<file path="src/rtl/vcve2_vrf_if_sequencer_if.sv">
// Handshake and status bundle between the vector control path and vcve2_vrf_if_sequencer.
// The perf counter signals exist only when VCVE2_SEQ_PERF_EN is defined.
interface vcve2_vrf_if_sequencer_if #(
    parameter int unsigned NumIfs = 3,
    parameter int unsigned BeatW  = 8
);
    logic              req;
    logic              gnt;
    logic [BeatW-1:0]  num_beats;
    logic [NumIfs-1:0] active_mask;
    logic              kill;
    logic [NumIfs-1:0] if_start;
    logic [NumIfs-1:0] if_done;
    logic [NumIfs-1:0] if_err;
    logic              agu_load;
    logic              agu_incr;
    logic [BeatW-1:0]  beat_idx;
    logic              busy;
    logic              vector_done;
    logic              err;
`ifdef VCVE2_SEQ_PERF_EN
    logic [31:0]       perf_stall_cnt;
    logic [31:0]       perf_beats;
`endif

    modport master (
        output req, num_beats, active_mask, kill, if_done, if_err,
        input  gnt, if_start, agu_load, agu_incr, beat_idx, busy, vector_done, err
`ifdef VCVE2_SEQ_PERF_EN
        , input perf_stall_cnt, perf_beats
`endif
    );

    modport slave (
        input  req, num_beats, active_mask, kill, if_done, if_err,
        output gnt, if_start, agu_load, agu_incr, beat_idx, busy, vector_done, err
`ifdef VCVE2_SEQ_PERF_EN
        , output perf_stall_cnt, perf_beats
`endif
    );
endinterface

</file>
<file path="src/rtl/vcve2_vrf_if_sequencer.sv">
// Sequencer for N VRF interface FSMs: staggered starts, per-beat done barrier, AGU control.
// Optional perf counters are compiled in with VCVE2_SEQ_PERF_EN.
module vcve2_vrf_if_sequencer #(
    parameter int unsigned NumIfs        = 3,
    parameter int unsigned StaggerCycles = 1,
    parameter int unsigned BeatW         = 8
) (
    input  logic                     clk_i,
    input  logic                     rst_ni,
    vcve2_vrf_if_sequencer_if.slave  bus
);
    typedef enum logic [2:0] {
        ST_IDLE   = 3'd0,
        ST_LAUNCH = 3'd1,
        ST_RUN    = 3'd2,
        ST_DONE   = 3'd3,
        ST_ABORT  = 3'd4
    } state_e;

    localparam logic [5:0] LastCnt = 6'((NumIfs - 1) * StaggerCycles);

    state_e            state_r, state_s;
    logic [5:0]        cnt_r;
    logic [BeatW-1:0]  nb_r, beat_r;
    logic [NumIfs-1:0] mask_r, done_r, start_s;
    logic              incr_r, last_r, rdy_r;
    logic              gnt_s, armed_s, launch_last_s, comp_s, err_hit_s, fire_s, final_s;

    // Barrier evaluation, grant and next-state selection
    always_comb begin
        gnt_s         = (state_r == ST_IDLE) && rdy_r && bus.req;
        armed_s       = (state_r == ST_LAUNCH) || (state_r == ST_RUN);
        launch_last_s = (state_r == ST_LAUNCH) && (cnt_r == LastCnt);
        comp_s        = ((done_r | bus.if_done) & mask_r) == mask_r;
        err_hit_s     = armed_s && (|(bus.if_err & mask_r));
        final_s       = incr_r && last_r;
        // A completion seen during LAUNCH stays sticky in done_r and fires on the final LAUNCH cycle
        fire_s        = comp_s && !bus.kill && !err_hit_s &&
                        (((state_r == ST_RUN) && !final_s) || launch_last_s);
        state_s       = state_r;
        case (state_r)
            ST_IDLE: begin
                if (gnt_s) begin
                    if ((bus.num_beats == {BeatW{1'b0}}) || (bus.active_mask == {NumIfs{1'b0}})) begin
                        state_s = ST_DONE;
                    end else begin
                        state_s = ST_LAUNCH;
                    end
                end else begin
                    state_s = ST_IDLE;
                end
            end
            ST_LAUNCH: begin
                if (bus.kill)          state_s = ST_IDLE;
                else if (err_hit_s)    state_s = ST_ABORT;
                else if (launch_last_s) state_s = ST_RUN;
                else                   state_s = ST_LAUNCH;
            end
            ST_RUN: begin
                if (bus.kill)       state_s = ST_IDLE;
                else if (err_hit_s) state_s = ST_ABORT;
                else if (final_s)   state_s = ST_DONE;
                else                state_s = ST_RUN;
            end
            ST_DONE:  state_s = ST_IDLE;
            ST_ABORT: state_s = ST_IDLE;
            default:  state_s = ST_IDLE;
        endcase
    end

    // State register
    always_ff @(posedge clk_i or negedge rst_ni) begin
        if (!rst_ni) begin
            state_r <= ST_IDLE;
        end else begin
            state_r <= state_s;
        end
    end

    // Instruction context, stagger counter, barrier and beat bookkeeping
    always_ff @(posedge clk_i or negedge rst_ni) begin
        if (!rst_ni) begin
            rdy_r  <= 1'b0;
            nb_r   <= {BeatW{1'b0}};
            mask_r <= {NumIfs{1'b0}};
            cnt_r  <= 6'd0;
            done_r <= {NumIfs{1'b0}};
            beat_r <= {BeatW{1'b0}};
            incr_r <= 1'b0;
            last_r <= 1'b0;
        end else begin
            rdy_r  <= 1'b1;
            incr_r <= fire_s;
            last_r <= fire_s && (beat_r == (nb_r - {{(BeatW-1){1'b0}}, 1'b1}));
            if (gnt_s) begin
                nb_r   <= bus.num_beats;
                mask_r <= bus.active_mask;
                cnt_r  <= 6'd0;
                done_r <= {NumIfs{1'b0}};
                beat_r <= {BeatW{1'b0}};
            end else begin
                if ((state_r == ST_LAUNCH) && !launch_last_s) begin
                    cnt_r <= cnt_r + 6'd1;
                end else begin
                    cnt_r <= cnt_r;
                end
                if (fire_s) begin
                    done_r <= {NumIfs{1'b0}};
                    beat_r <= beat_r + {{(BeatW-1){1'b0}}, 1'b1};
                end else if (armed_s) begin
                    done_r <= done_r | (bus.if_done & mask_r);
                end else begin
                    done_r <= {NumIfs{1'b0}};
                end
            end
        end
    end

    // Per-interface start slots during LAUNCH
    always_comb begin
        start_s = {NumIfs{1'b0}};
        for (int i = 0; i < NumIfs; i++) begin
            if ((state_r == ST_LAUNCH) && (cnt_r == 6'(i * StaggerCycles)) && mask_r[i]) begin
                start_s[i] = 1'b1;
            end else begin
                start_s[i] = 1'b0;
            end
        end
    end

    assign bus.gnt         = gnt_s;
    assign bus.agu_load    = gnt_s;
    assign bus.if_start    = start_s;
    assign bus.agu_incr    = incr_r;
    assign bus.beat_idx    = beat_r;
    assign bus.busy        = (state_r != ST_IDLE);
    assign bus.vector_done = (state_r == ST_DONE) && !bus.kill;
    assign bus.err         = (state_r == ST_ABORT);

`ifdef VCVE2_SEQ_PERF_EN
    logic [31:0] stall_r, beats_r;

    // Saturating perf counters, cleared only by reset
    always_ff @(posedge clk_i or negedge rst_ni) begin
        if (!rst_ni) begin
            stall_r <= 32'd0;
            beats_r <= 32'd0;
        end else begin
            if ((state_r == ST_RUN) && !comp_s && (stall_r != 32'hFFFF_FFFF)) begin
                stall_r <= stall_r + 32'd1;
            end else begin
                stall_r <= stall_r;
            end
            if (incr_r && (beats_r != 32'hFFFF_FFFF)) begin
                beats_r <= beats_r + 32'd1;
            end else begin
                beats_r <= beats_r;
            end
        end
    end

    assign bus.perf_stall_cnt = stall_r;
    assign bus.perf_beats     = beats_r;
`endif
endmodule

</file>
<file path="src/flat_wrapper.sv">
// flat-port wrapper written by rule: the top's interface ports become plain ports
module vcve2_vrf_if_sequencer_flat 
#(
    parameter int unsigned NumIfs        = 3,
    parameter int unsigned StaggerCycles = 1,
    parameter int unsigned BeatW         = 8
)
  (clk_i, rst_ni, bus_req, bus_num_beats, bus_active_mask, bus_kill, bus_if_done, bus_if_err, bus_gnt, bus_if_start, bus_agu_load, bus_agu_incr, bus_beat_idx, bus_busy, bus_vector_done, bus_err);
  vcve2_vrf_if_sequencer_if #(.NumIfs(NumIfs), .BeatW(BeatW)) bus_i ();
  input  logic clk_i;
  input  logic rst_ni;
  input wire logic [$bits(bus_i.req)-1:0] bus_req;
  input wire logic [$bits(bus_i.num_beats)-1:0] bus_num_beats;
  input wire logic [$bits(bus_i.active_mask)-1:0] bus_active_mask;
  input wire logic [$bits(bus_i.kill)-1:0] bus_kill;
  input wire logic [$bits(bus_i.if_done)-1:0] bus_if_done;
  input wire logic [$bits(bus_i.if_err)-1:0] bus_if_err;
  output wire logic [$bits(bus_i.gnt)-1:0] bus_gnt;
  output wire logic [$bits(bus_i.if_start)-1:0] bus_if_start;
  output wire logic [$bits(bus_i.agu_load)-1:0] bus_agu_load;
  output wire logic [$bits(bus_i.agu_incr)-1:0] bus_agu_incr;
  output wire logic [$bits(bus_i.beat_idx)-1:0] bus_beat_idx;
  output wire logic [$bits(bus_i.busy)-1:0] bus_busy;
  output wire logic [$bits(bus_i.vector_done)-1:0] bus_vector_done;
  output wire logic [$bits(bus_i.err)-1:0] bus_err;
  assign bus_i.req = bus_req;
  assign bus_i.num_beats = bus_num_beats;
  assign bus_i.active_mask = bus_active_mask;
  assign bus_i.kill = bus_kill;
  assign bus_i.if_done = bus_if_done;
  assign bus_i.if_err = bus_if_err;
  assign bus_gnt = bus_i.gnt;
  assign bus_if_start = bus_i.if_start;
  assign bus_agu_load = bus_i.agu_load;
  assign bus_agu_incr = bus_i.agu_incr;
  assign bus_beat_idx = bus_i.beat_idx;
  assign bus_busy = bus_i.busy;
  assign bus_vector_done = bus_i.vector_done;
  assign bus_err = bus_i.err;
  vcve2_vrf_if_sequencer #(.NumIfs(NumIfs), .StaggerCycles(StaggerCycles), .BeatW(BeatW)) u_core (.clk_i(clk_i), .rst_ni(rst_ni), .bus(bus_i));
endmodule
</file>
<file path="config.mk">
export PLATFORM = sky130hd
export DESIGN_NAME = vcve2_vrf_if_sequencer_flat
export DESIGN_NICKNAME = d
export VERILOG_FILES = /design/src/rtl/vcve2_vrf_if_sequencer_if.sv /design/src/rtl/vcve2_vrf_if_sequencer.sv /design/src/flat_wrapper.sv
export SDC_FILE = /design/constraint.sdc
export NUM_CORES = 1
export LEC_CHECK = 0
export ABC_AREA = 0
export CORE_AREA = 8 8 79 98
export DETAILED_ROUTE_END_ITERATION = 12
export DIE_AREA = 0 0 87 106
export SLEW_MARGIN = 20
export SYNTH_ARGS = -nofsm -noshare
export SYNTH_HDL_FRONTEND = slang
export SYNTH_SLANG_ARGS = --single-unit
</file>
<file path="constraint.sdc">
create_clock -name clk_i -period 2.96 [get_ports clk_i]
set_input_delay 0.296 -clock clk_i [delete_from_list [all_inputs] [get_ports clk_i]]
set_output_delay 0.296 -clock clk_i [all_outputs]
set_load 0.05 [all_outputs]
</file>
; ---- Word-level counts from Yosys, hierarchy flattened
; Cells that the tools add are included.
[word_totals]
elab_cells = 76
input_bits = 21
ff_bits = 34
output_inout_bits = 17
[classes]
n_reduce_logical = 32
n_addsub = 3
n_mux = 19
eq_ne = 8
bitwise = 5
[op_table]
columns = cell, count
row1 = $mux W3, 7
row2 = $logic_and A1 B1 Y1, 17
row3 = $mux W8, 2
row4 = $mux W6, 2
row5 = $and A3 B3 Y3, 3
row6 = $pmux W3 S3, 1
row7 = $add A8 B1 Y8 const B, 1
row8 = $eq A8 B8 Y1, 1
row9 = $logic_not A8 Y1, 1
row10 = $sub A8 B1 Y8 const B, 1
row11 = $add A6 B1 Y6 const B, 1
row12 = $eq A3 B2 Y1 const B, 2
row13 = $eq A6 B1 Y1 const B, 1
row14 = $eq A6 B2 Y1 const B, 1
row15 = $logic_not A3 Y1, 2
row16 = $logic_not A6 Y1, 1
row17 = $mux W2, 3
row18 = $or A3 B3 Y3, 2
row19 = $logic_not A1 Y1, 4
row20 = $mux W1, 4
row21 = $reduce_bool A2 Y1, 2
row22 = $eq A3 B1 Y1 const B, 1
row23 = $eq A3 B3 Y1, 1
row24 = $eq A3 B3 Y1 const B, 1
row25 = 3 further kinds, 5

; ---- Logic depth before layout (Yosys ltp)
; Gate-level depths: netlist of run 1.
[depth]
ltp_word = 8
mapped_depth = 7
ltp_nobuf = 7

; ---- Worst setup path after synthesis of run 1
; OpenSTA, ideal clock, no wires.
[synth_timing]
path_type = register -> output
from = reg u_core.state_r[2]
to = out bus_gnt
stages_incl_launch_ff = 7
slack_ns = 0.594
t_arrival_ns = 2.070
n_path_buf = 3
required_time_ns = 2.664
path_cell_list = dfrtp_1 -> clkbuf_1 -> nor3_1 -> nand3_1 -> inv_1 -> buf_1 -> buf_4
[synth_between]
elab_chain_cells = 3
[synth_rtl]
columns = item, line
row1 = from (decl), vcve2_vrf_if_sequencer.sv:22  ; state_e state_r, state_s;
row2 = from (signal assigned), vcve2_vrf_if_sequencer.sv:76  ; state_r <= state_s;
row3 = $logic_not A3 Y1, vcve2_vrf_if_sequencer.sv:31  ; gnt_s = (state_r == ST_IDLE) && rdy_r && bus.req;
row4 = $logic_and A1 B1 Y1 (2 in a row), vcve2_vrf_if_sequencer.sv:31
row5 = to (decl), flat_wrapper.sv:18  ; output wire logic [$bits(bus_i.gnt)-1:0] bus_gnt;
; Every way passes these cells.

; ---- Worst setup path after layout of run 1
[layout_timing]
from = reg u_core.cnt_r[2]
to = out bus_if_start[0]
[layout_between]
elab_chain_cells = 4
[layout_rtl]
columns = item, line
row1 = from (decl), vcve2_vrf_if_sequencer.sv:23  ; logic [5:0] cnt_r;
row2 = from (signal assigned), vcve2_vrf_if_sequencer.sv:103  ; cnt_r <= cnt_r + 6'd1;
row3 = from (signal assigned), vcve2_vrf_if_sequencer.sv:105  ; cnt_r <= cnt_r;
row4 = $logic_not A6 Y1, vcve2_vrf_if_sequencer.sv:123  ; if ((state_r == ST_LAUNCH) && (cnt_r == 6'(i * StaggerCycles)) && mask_r[i]) begin
row5 = $logic_and A1 B1 Y1 (2 in a row), vcve2_vrf_if_sequencer.sv:123
row6 = $mux W1, vcve2_vrf_if_sequencer.sv:123
row7 = to (decl), flat_wrapper.sv:19  ; output wire logic [$bits(bus_i.if_start)-1:0] bus_if_start;
; Every way passes these cells.

==> impl_metrics.py, run 1 <==
metrics = {
    "floorplanning": {
        "total_core_area_um2": 6317,
        "chipWidth_um": 87,
        "die-height_um": 106,
        "initial_utilization_pct": 30.18,
        "die_area_um2": 9222,
        "pin_count": 38,
        "fp-row-count": 33,
    },
    "power_and_ir_drop": {
        "netSwitchingFraction_pct": 38.79,
        "power_leakage_nw": 1.065,
        "cell_internal_pwr_mw": 1.028,
        "total_switching_power_uw": 651.2,
        "pwr-share-clk_pct": 20.7,
        "power_density_nw_per_um2": 677.3,
        "vdd_drop_max_v": 0.0002001,
        "p_total_mw": 1.679,
        "sequential_cell_fraction_of_total_power_pct": 41.8,
        "combinational_fraction_of_design_power_pct": 37.5,
    },
    "clock_tree": {
        "cts_made_buffers": 5,
        "worst_setup_hold_path_clk_slew_ps": 70,
        "worst_skew_pair.late_latency_ps": 280,
        "postCtsHoldBufs": 0,
        "clock_path_buffers": 2,
        "post_cts.resized_instances": 0,
        "clock-root-buffer": "sky130_fd_sc_hd__clkbuf_8",
        "cts.htree.levels": 2,
        "cts.repair_timing.setup_buffer_count": 0,
        "numClockSinks": 34,
        "cts_tree": "done",
    },
    "timing": {
        "final_min_period_over_clock_period_pct": 89.37,
        "totalNegativeSetupSlack_ps": 0,
        "slew-limit-headroom_pct": 41.30,
        "drv_slew": 0,
        "timing.final.hold_violations": 0,
        "unrepaired_setup_endpoints_after_global_routing": "no",
        "slew_at_the_pin_closest_to_its_max_slew_limit_ps": 880.5,
        "finalClockSkew_ps": 6.357,
        "fin_ws_ps": 314.7,
        "fmax_mhz": 378.0,
        "setup_violations": 0,
        "post-route-min-period_ps": 2645,
    },
    "drt": {
        "final_antenna_net_count": 0,
        "route.vias.total": 1643,
        "drc_errors": 0,
        "vias_per_cell": 4.875,
        "first_iter_violations": 37,
        "totalWireLength_mm": 4.724,
        "drt_first_pass_iters": 4,
        "wl_per_cell_um": 14.02,
    },
    "grt": {
        "global_route.overflow_total": 0,
        "gr-usage-all-layers_pct": 10.84,
        "grt_antenna_before_repair": 0,
        "grt_first_pass_wirelength_mm": 8.017,
        "maximum_number_of_pins_on_one_net_before_global_route_repair": 35,
        "first_global_vias": 1705,
    },
    "finish": {
        "drive_gt1_share_pct": 6.800,
        "syn_to_final_growth_pct": 29.99,
        "layout.cells.non_filler": 337,
        "antennaDiodeCount": 0,
        "final_nets": 276,
        "n_fill_cell": 658,
    },
    "placed_design": {
        "dp_slack_ps": 558.5,
        "place.gp.congestion": 0.7640,
        "dp_hpwl_mm": 3.584,
        "port-buffer-count": 37,
        "dp_cells": 329,
    },
    "min_path": {
        "hold_class": "in2async",
    },
    "synth": {
        "synth.cell_area_um2": 1907,
        "synth_warnings": 0,
        "yosys.cell_count.top_type": "sky130_fd_sc_hd__nand2_1",
        "syn_nets": 237,
        "yosys.area.top_type": "sky130_fd_sc_hd__dfrtp_1",
        "synth.top_cells.by_count": "sky130_fd_sc_hd__nand2_1, sky130_fd_sc_hd__dfrtp_1, sky130_fd_sc_hd__nor2_1",
        "synth_enable_flop_cells": 0,
        "async_reset_ff_share_pct": 100.0,
        "synth_top_cell_area_share_pct": 44.62,
        "dominantRegCellSynth": "sky130_fd_sc_hd__dfrtp_1",
        "yosysSeqAreaShare_pct": 44.62,
        "ys_ff_latch": 34,
        "syn-mean-instance-area_um2": 9.080,
        "synth_cells": 210,
        "synth.lib_cells_used.distinct": 43,
        "netlist_top_cells_area": "sky130_fd_sc_hd__dfrtp_1, sky130_fd_sc_hd__nand2_1, sky130_fd_sc_hd__ha_1, sky130_fd_sc_hd__xor2_1, sky130_fd_sc_hd__mux2i_1",
    },
    "critical_path": {
        "cp.required_ps": 2660,
        "worstSetupStartpointType": "register",
        "cp.arrival_ps": 2350,
        "timing.critical_path.fanout_max": 5,
        "path_class": "reg2out",
        "worstSetupEndpointType": "primary output",
        "timing.reg2reg.worst_path_depth": 5,
    },
    "flow_run": {
        "drv_cap": 0,
    },
    "status": {
        "status": "finished clean",
    },
}
worst max-delay path, stage by stage, from the launching register on:
cell,delay (ps)
sky130_fd_sc_hd__dfrtp_1,430
sky130_fd_sc_hd__nor4_4,380
sky130_fd_sc_hd__nor3b_1,280
sky130_fd_sc_hd__and3_1,180
sky130_fd_sc_hd__clkdlybuf4s50_1,800
cells by family (layout without fill, tap and decap cells):
logic type	Yosys count	count (layout)	share of synthesized area [%]
other cells	1	1	0.1967
mux	6	6	3.215
buf+inv	16	56	3.740
compound gates	28	28	9.908
fa+ha+maj	6	6	3.937
xor+xnor	12	12	5.512
flops	34	34	44.62
simple gates	107	107	28.87
routing by layer:
layer	GRT usage, %	vias to the layer above	wire length (um)
li1	-	812	-
met1	11.38	791	1895
met2	19.75	34	2525
met3	3.627	6	256
met4	3.210	0	47
met5	0	-	0
power by group through the flow:
stage | logic (mW) | registers [mW] | clock network, mW
after floorplan | 0.455 | 0.677 | 0
after global placement | 0.620 | 0.708 | 0
after detailed placement | 0.634 | 0.712 | 0
after CTS | 0.638 | 0.704 | 0.356
after global routing | 0.706 | 0.724 | 0.376
final | 0.630 | 0.702 | 0.347
through the flow:
stage / instance area, um2 / hold WS [ps] / utilization (%)
2_1_floorplan: 1907 / 0.4090 / -
3_3_place_gp: 2387 / 494.7 / 37.79
3_5_place_dp: 2387 / 500.0 / 37.79
4_1_cts: 2479 / 441.4 / 39.24
5_1_grt: 2479 / 478.6 / 39.24
6_report: 2479 / 417.9 / 39.24
path summary, 6_finish.rpt:
| kind | end | slack (ps) | startpoint |
|---|---|---|---|
| min in group clk_i | u_core.nb_r[7]$_DFFE_PN0N_ | 510 | u_core.nb_r[7]$_DFFE_PN0N_ |
| hold / removal | u_core.cnt_r[1]$_DFFE_PN0P_ | 420 | rst_ni |
| max in group asynchronous | u_core.nb_r[0]$_DFFE_PN0N_ | 2230 | rst_ni |
| hold reg to reg | u_core.nb_r[7]$_DFFE_PN0N_ | 510 | u_core.nb_r[7]$_DFFE_PN0N_ |
| setup / recovery | bus_if_start[0] | 310 | u_core.cnt_r[2]$_DFFE_PN0P_ |
| setup reg to reg | u_core.last_r$_DFF_PN0_ | 560 | u_core.cnt_r[2]$_DFFE_PN0P_ |
sequential cells by signal (all words and copies together) (netlist names):
| name | flops |
|---|---|
| u_core.last_r | 1 |
| u_core.rdy_r | 1 |
| u_core.bus.agu_incr | 1 |
| u_core.cnt_r | 6 |
| u_core.done_r | 3 |
| u_core.nb_r | 8 |
| u_core.mask_r | 3 |
| u_core.bus.beat_idx | 8 |
| u_core.state_r | 3 |
cells in the final DEF, fill, tap and decap left out, types with 4 or more instances in the layout:
master and n:
sky130_fd_sc_hd__nor3_1 6, sky130_fd_sc_hd__clkdlybuf4s50_1 35, sky130_fd_sc_hd__mux2i_1 5, sky130_fd_sc_hd__inv_1 8, sky130_fd_sc_hd__or4_1 4, sky130_fd_sc_hd__and3_1 4
sky130_fd_sc_hd__ha_1 6, sky130_fd_sc_hd__xor2_1 8, sky130_fd_sc_hd__xnor2_1 4, sky130_fd_sc_hd__nand3_1 9, sky130_fd_sc_hd__nand2_1 46, sky130_fd_sc_hd__clkbuf_8 6
sky130_fd_sc_hd__o31ai_1 4, sky130_fd_sc_hd__nor2_1 11, sky130_fd_sc_hd__a21oi_1 9, sky130_fd_sc_hd__nand2b_1 4, sky130_fd_sc_hd__nor3b_1 6, sky130_fd_sc_hd__dfrtp_1 34
area by class of cell:
| cell class | instances | area, um2 | share of cell area, % |
|---|---|---|---|
| Clock buffer | 7 | 86.33 | 3.483 |
| Clock inverter | 1 | 5.005 | 0.2019 |
| Timing Repair Buffer | 40 | 412.9 | 16.66 |
| Multi-Input combinational cell | 160 | 984.7 | 39.73 |
| Tap cell | 87 | 108.9 | 4.392 |
| Sequential cell | 34 | 850.8 | 34.33 |
| Inverter | 8 | 30.03 | 1.212 |
(Power assumes the default switching activity.)
==> run 2, diff against run 1 <==
--- a/config.mk
+++ b/config.mk
@@ -9,7 +9,9 @@
 export CORE_AREA = 8 8 79 98
 export DETAILED_ROUTE_END_ITERATION = 12
 export DIE_AREA = 0 0 87 106
+export MAX_ROUTING_LAYER = met4
 export SLEW_MARGIN = 20
 export SYNTH_ARGS = -nofsm -noshare
 export SYNTH_HDL_FRONTEND = slang
 export SYNTH_SLANG_ARGS = --single-unit
+export TNS_END_PERCENT = 1
==> run 2 against run 1 <==
Compared with the run above:
- die area unchanged
- critical path depth is the same
- fmax about the same
- flip-flop and latch count unchanged
- wire length barely moved
- global-route usage increased by 0.36 points
- via count stayed put
- clock-buffer cell count unchanged
- register-to-register slack is essentially flat
- largest cell class unchanged
==> impl_metrics.py, run 2 (synthesis gave the netlist of run 1 again) <==
metrics = {
    "status": {
        "status": "finished clean",
    },
    "finish": {
        "commonest_non_fill_non_tap_cell_in_the_layout": "sky130_fd_sc_hd__nand2_1",
        "syn_to_final_growth_pct": 29.99,
        "layout.cells.non_filler": 337,
        "drive_gt1_share_pct": 6.800,
        "antennaDiodeCount": 0,
        "top_library_cells_by_usage_in_the_layout_fill_and_taps_aside": "sky130_fd_sc_hd__nand2_1, sky130_fd_sc_hd__clkdlybuf4s50_1, sky130_fd_sc_hd__dfrtp_1",
        "final_nets": 276,
    },
    "timing": {
        "final_min_period_over_clock_period_pct": 89.35,
        "slew_at_the_pin_closest_to_its_max_slew_limit_ps": 857.8,
        "post-route-min-period_ps": 2645,
        "timing.final.hold_violations": 0,
        "unrepaired_setup_endpoints_after_global_routing": "no",
        "setup_violations": 0,
        "holdWs_ps": 424.9,
        "finalClockSkew_ps": 5.695,
        "slew-limit-headroom_pct": 42.81,
        "fmax_mhz": 378.1,
        "totalNegativeSetupSlack_ps": 0,
        "fin_ws_ps": 315.1,
        "drv_slew": 0,
    },
    "power_and_ir_drop": {
        "sequential_cell_fraction_of_total_power_pct": 41.9,
        "cell_internal_pwr_mw": 1.028,
        "power_density_nw_per_um2": 677.0,
        "pwr-share-clk_pct": 20.6,
        "netSwitchingFraction_pct": 38.76,
        "power_leakage_nw": 1.065,
        "total_switching_power_uw": 650.4,
        "combinational_fraction_of_design_power_pct": 37.5,
        "vdd_drop_max_v": 0.0002010,
    },
    "grt": {
        "gr-usage-all-layers_pct": 11.21,
        "maximum_number_of_pins_on_one_net_before_global_route_repair": 35,
        "first_global_vias": 1719,
        "grt_antenna_before_repair": 0,
        "grt_first_pass_wirelength_mm": 8.017,
        "global_route.overflow_total": 0,
    },
    "flow_run": {
        "drv_cap": 0,
    },
    "clock_tree": {
        "postCtsHoldBufs": 0,
        "cts_tree": "done",
        "numClockSinks": 34,
        "clock_path_buffers": 2,
        "worst_skew_pair.late_latency_ps": 280,
        "clock-root-buffer": "sky130_fd_sc_hd__clkbuf_8",
        "cts.htree.levels": 2,
        "cts_made_buffers": 5,
        "worst_setup_hold_path_clk_slew_ps": 70,
        "cts.repair_timing.setup_buffer_count": 0,
        "post_cts.resized_instances": 0,
    },
    "drt": {
        "totalWireLength_mm": 4.728,
        "drc_errors": 0,
        "drt_first_pass_iters": 4,
        "wl_per_cell_um": 14.03,
        "vias_per_cell": 4.875,
        "route.vias.total": 1643,
        "final_antenna_net_count": 0,
        "first_iter_violations": 54,
    },
    "floorplanning": {
        "die-height_um": 106,
        "initial_utilization_pct": 30.18,
        "fp-row-count": 33,
        "total_core_area_um2": 6317,
        "die_area_um2": 9222,
        "chipWidth_um": 87,
        "pin_count": 38,
    },
    "placed_design": {
        "port-buffer-count": 37,
        "dp_cells": 329,
        "place.gp.congestion": 0.7741,
        "dp_slack_ps": 558.5,
        "dp_hpwl_mm": 3.584,
    },
    "critical_path": {
        "critical_path.top_delay_family": "simple AND/OR/NAND/NOR gates",
        "worstSetupStartpointType": "register",
        "cp.arrival_ps": 2350,
        "timing.critical_path.fanout_max": 5,
        "path_class": "reg2out",
        "crit_chain": "nor4_4 > nor3b_1 > and3_1 > clkdlybuf4s50_1",
        "worst-r2r-setup-slack_ps": 570,
        "crit_path_top_delay_cell": "sky130_fd_sc_hd__clkdlybuf4s50_1",
        "cp.required_ps": 2660,
        "timing.critical_path.buf_inv": 1,
        "slowest_delay_ps": 800,
        "worstSetupEndpointType": "primary output",
    },
    "min_path": {
        "hold_class": "in2async",
    },
}
## run 2: cell counts in the layout (fill, tap and decap cells not counted)
No cell type changed its count.
## run 2: worst paths after layout
kind | cells past startpoint | start | to
worst min register to register | 2 | u_core.nb_r[7]$_DFFE_PN0N_ | u_core.nb_r[7]$_DFFE_PN0N_
worst max-delay path | 4 | u_core.cnt_r[2]$_DFFE_PN0P_ | bus_if_start[0]
min in group clk_i | 2 | u_core.nb_r[7]$_DFFE_PN0N_ | u_core.nb_r[7]$_DFFE_PN0N_
max in group asynchronous | 2 | rst_ni | u_core.nb_r[0]$_DFFE_PN0N_
worst min-delay path | 2 | rst_ni | u_core.cnt_r[1]$_DFFE_PN0P_
worst max register to register | 5 | u_core.cnt_r[2]$_DFFE_PN0P_ | u_core.last_r$_DFF_PN0_
## run 2: cell type report
class	instances	area, um2
tap	87	108.9
fill	658	3839
clock buffer	7	86.33
multi-input combinational	160	984.7
sequential	34	850.8
timing repair buffer	40	412.9
inverter	8	30.03
clock inverter	1	5.005
## run 2: power groups by stage
stage / combinational, mW / clock, mW / sequential, mW
after floorplan: 0.455 / 0 / 0.677
after global placement: 0.620 / 0 / 0.708
after detailed placement: 0.634 / 0 / 0.712
after CTS: 0.638 / 0.356 / 0.704
after global routing: 0.706 / 0.377 / 0.724
final: 0.630 / 0.345 / 0.703
## run 2: worst register-to-register path, cell delays in order (launching register included)
cell	delay, ps
sky130_fd_sc_hd__dfrtp_1	440
sky130_fd_sc_hd__nor4_4	380
sky130_fd_sc_hd__nand3_1	130
sky130_fd_sc_hd__a2111o_1	590
sky130_fd_sc_hd__or4_1	570
sky130_fd_sc_hd__a211oi_1	210
## run 2: metal layers
layer	vias to the layer above	wire, um	part of all wire [%]	global-route usage (%)
met2	33	2545	54	19.80
li1	812	-	-	-
met4	0	19	0.40	3.210
met3	2	202	4.3	3.395
met5	-	0	0	-
met1	796	1961	41	11.62
## run 2: per-stage QoR
step           utilization (%)  total power, mW  instance area (um2)
2_1_floorplan                -            1.131                 1907
3_3_place_gp             37.79            1.328                 2387
3_5_place_dp             37.79            1.346                 2387
4_1_cts                  39.24            1.698                 2479
5_1_grt                  39.24            1.807                 2479
6_report                 39.24            1.678                 2479
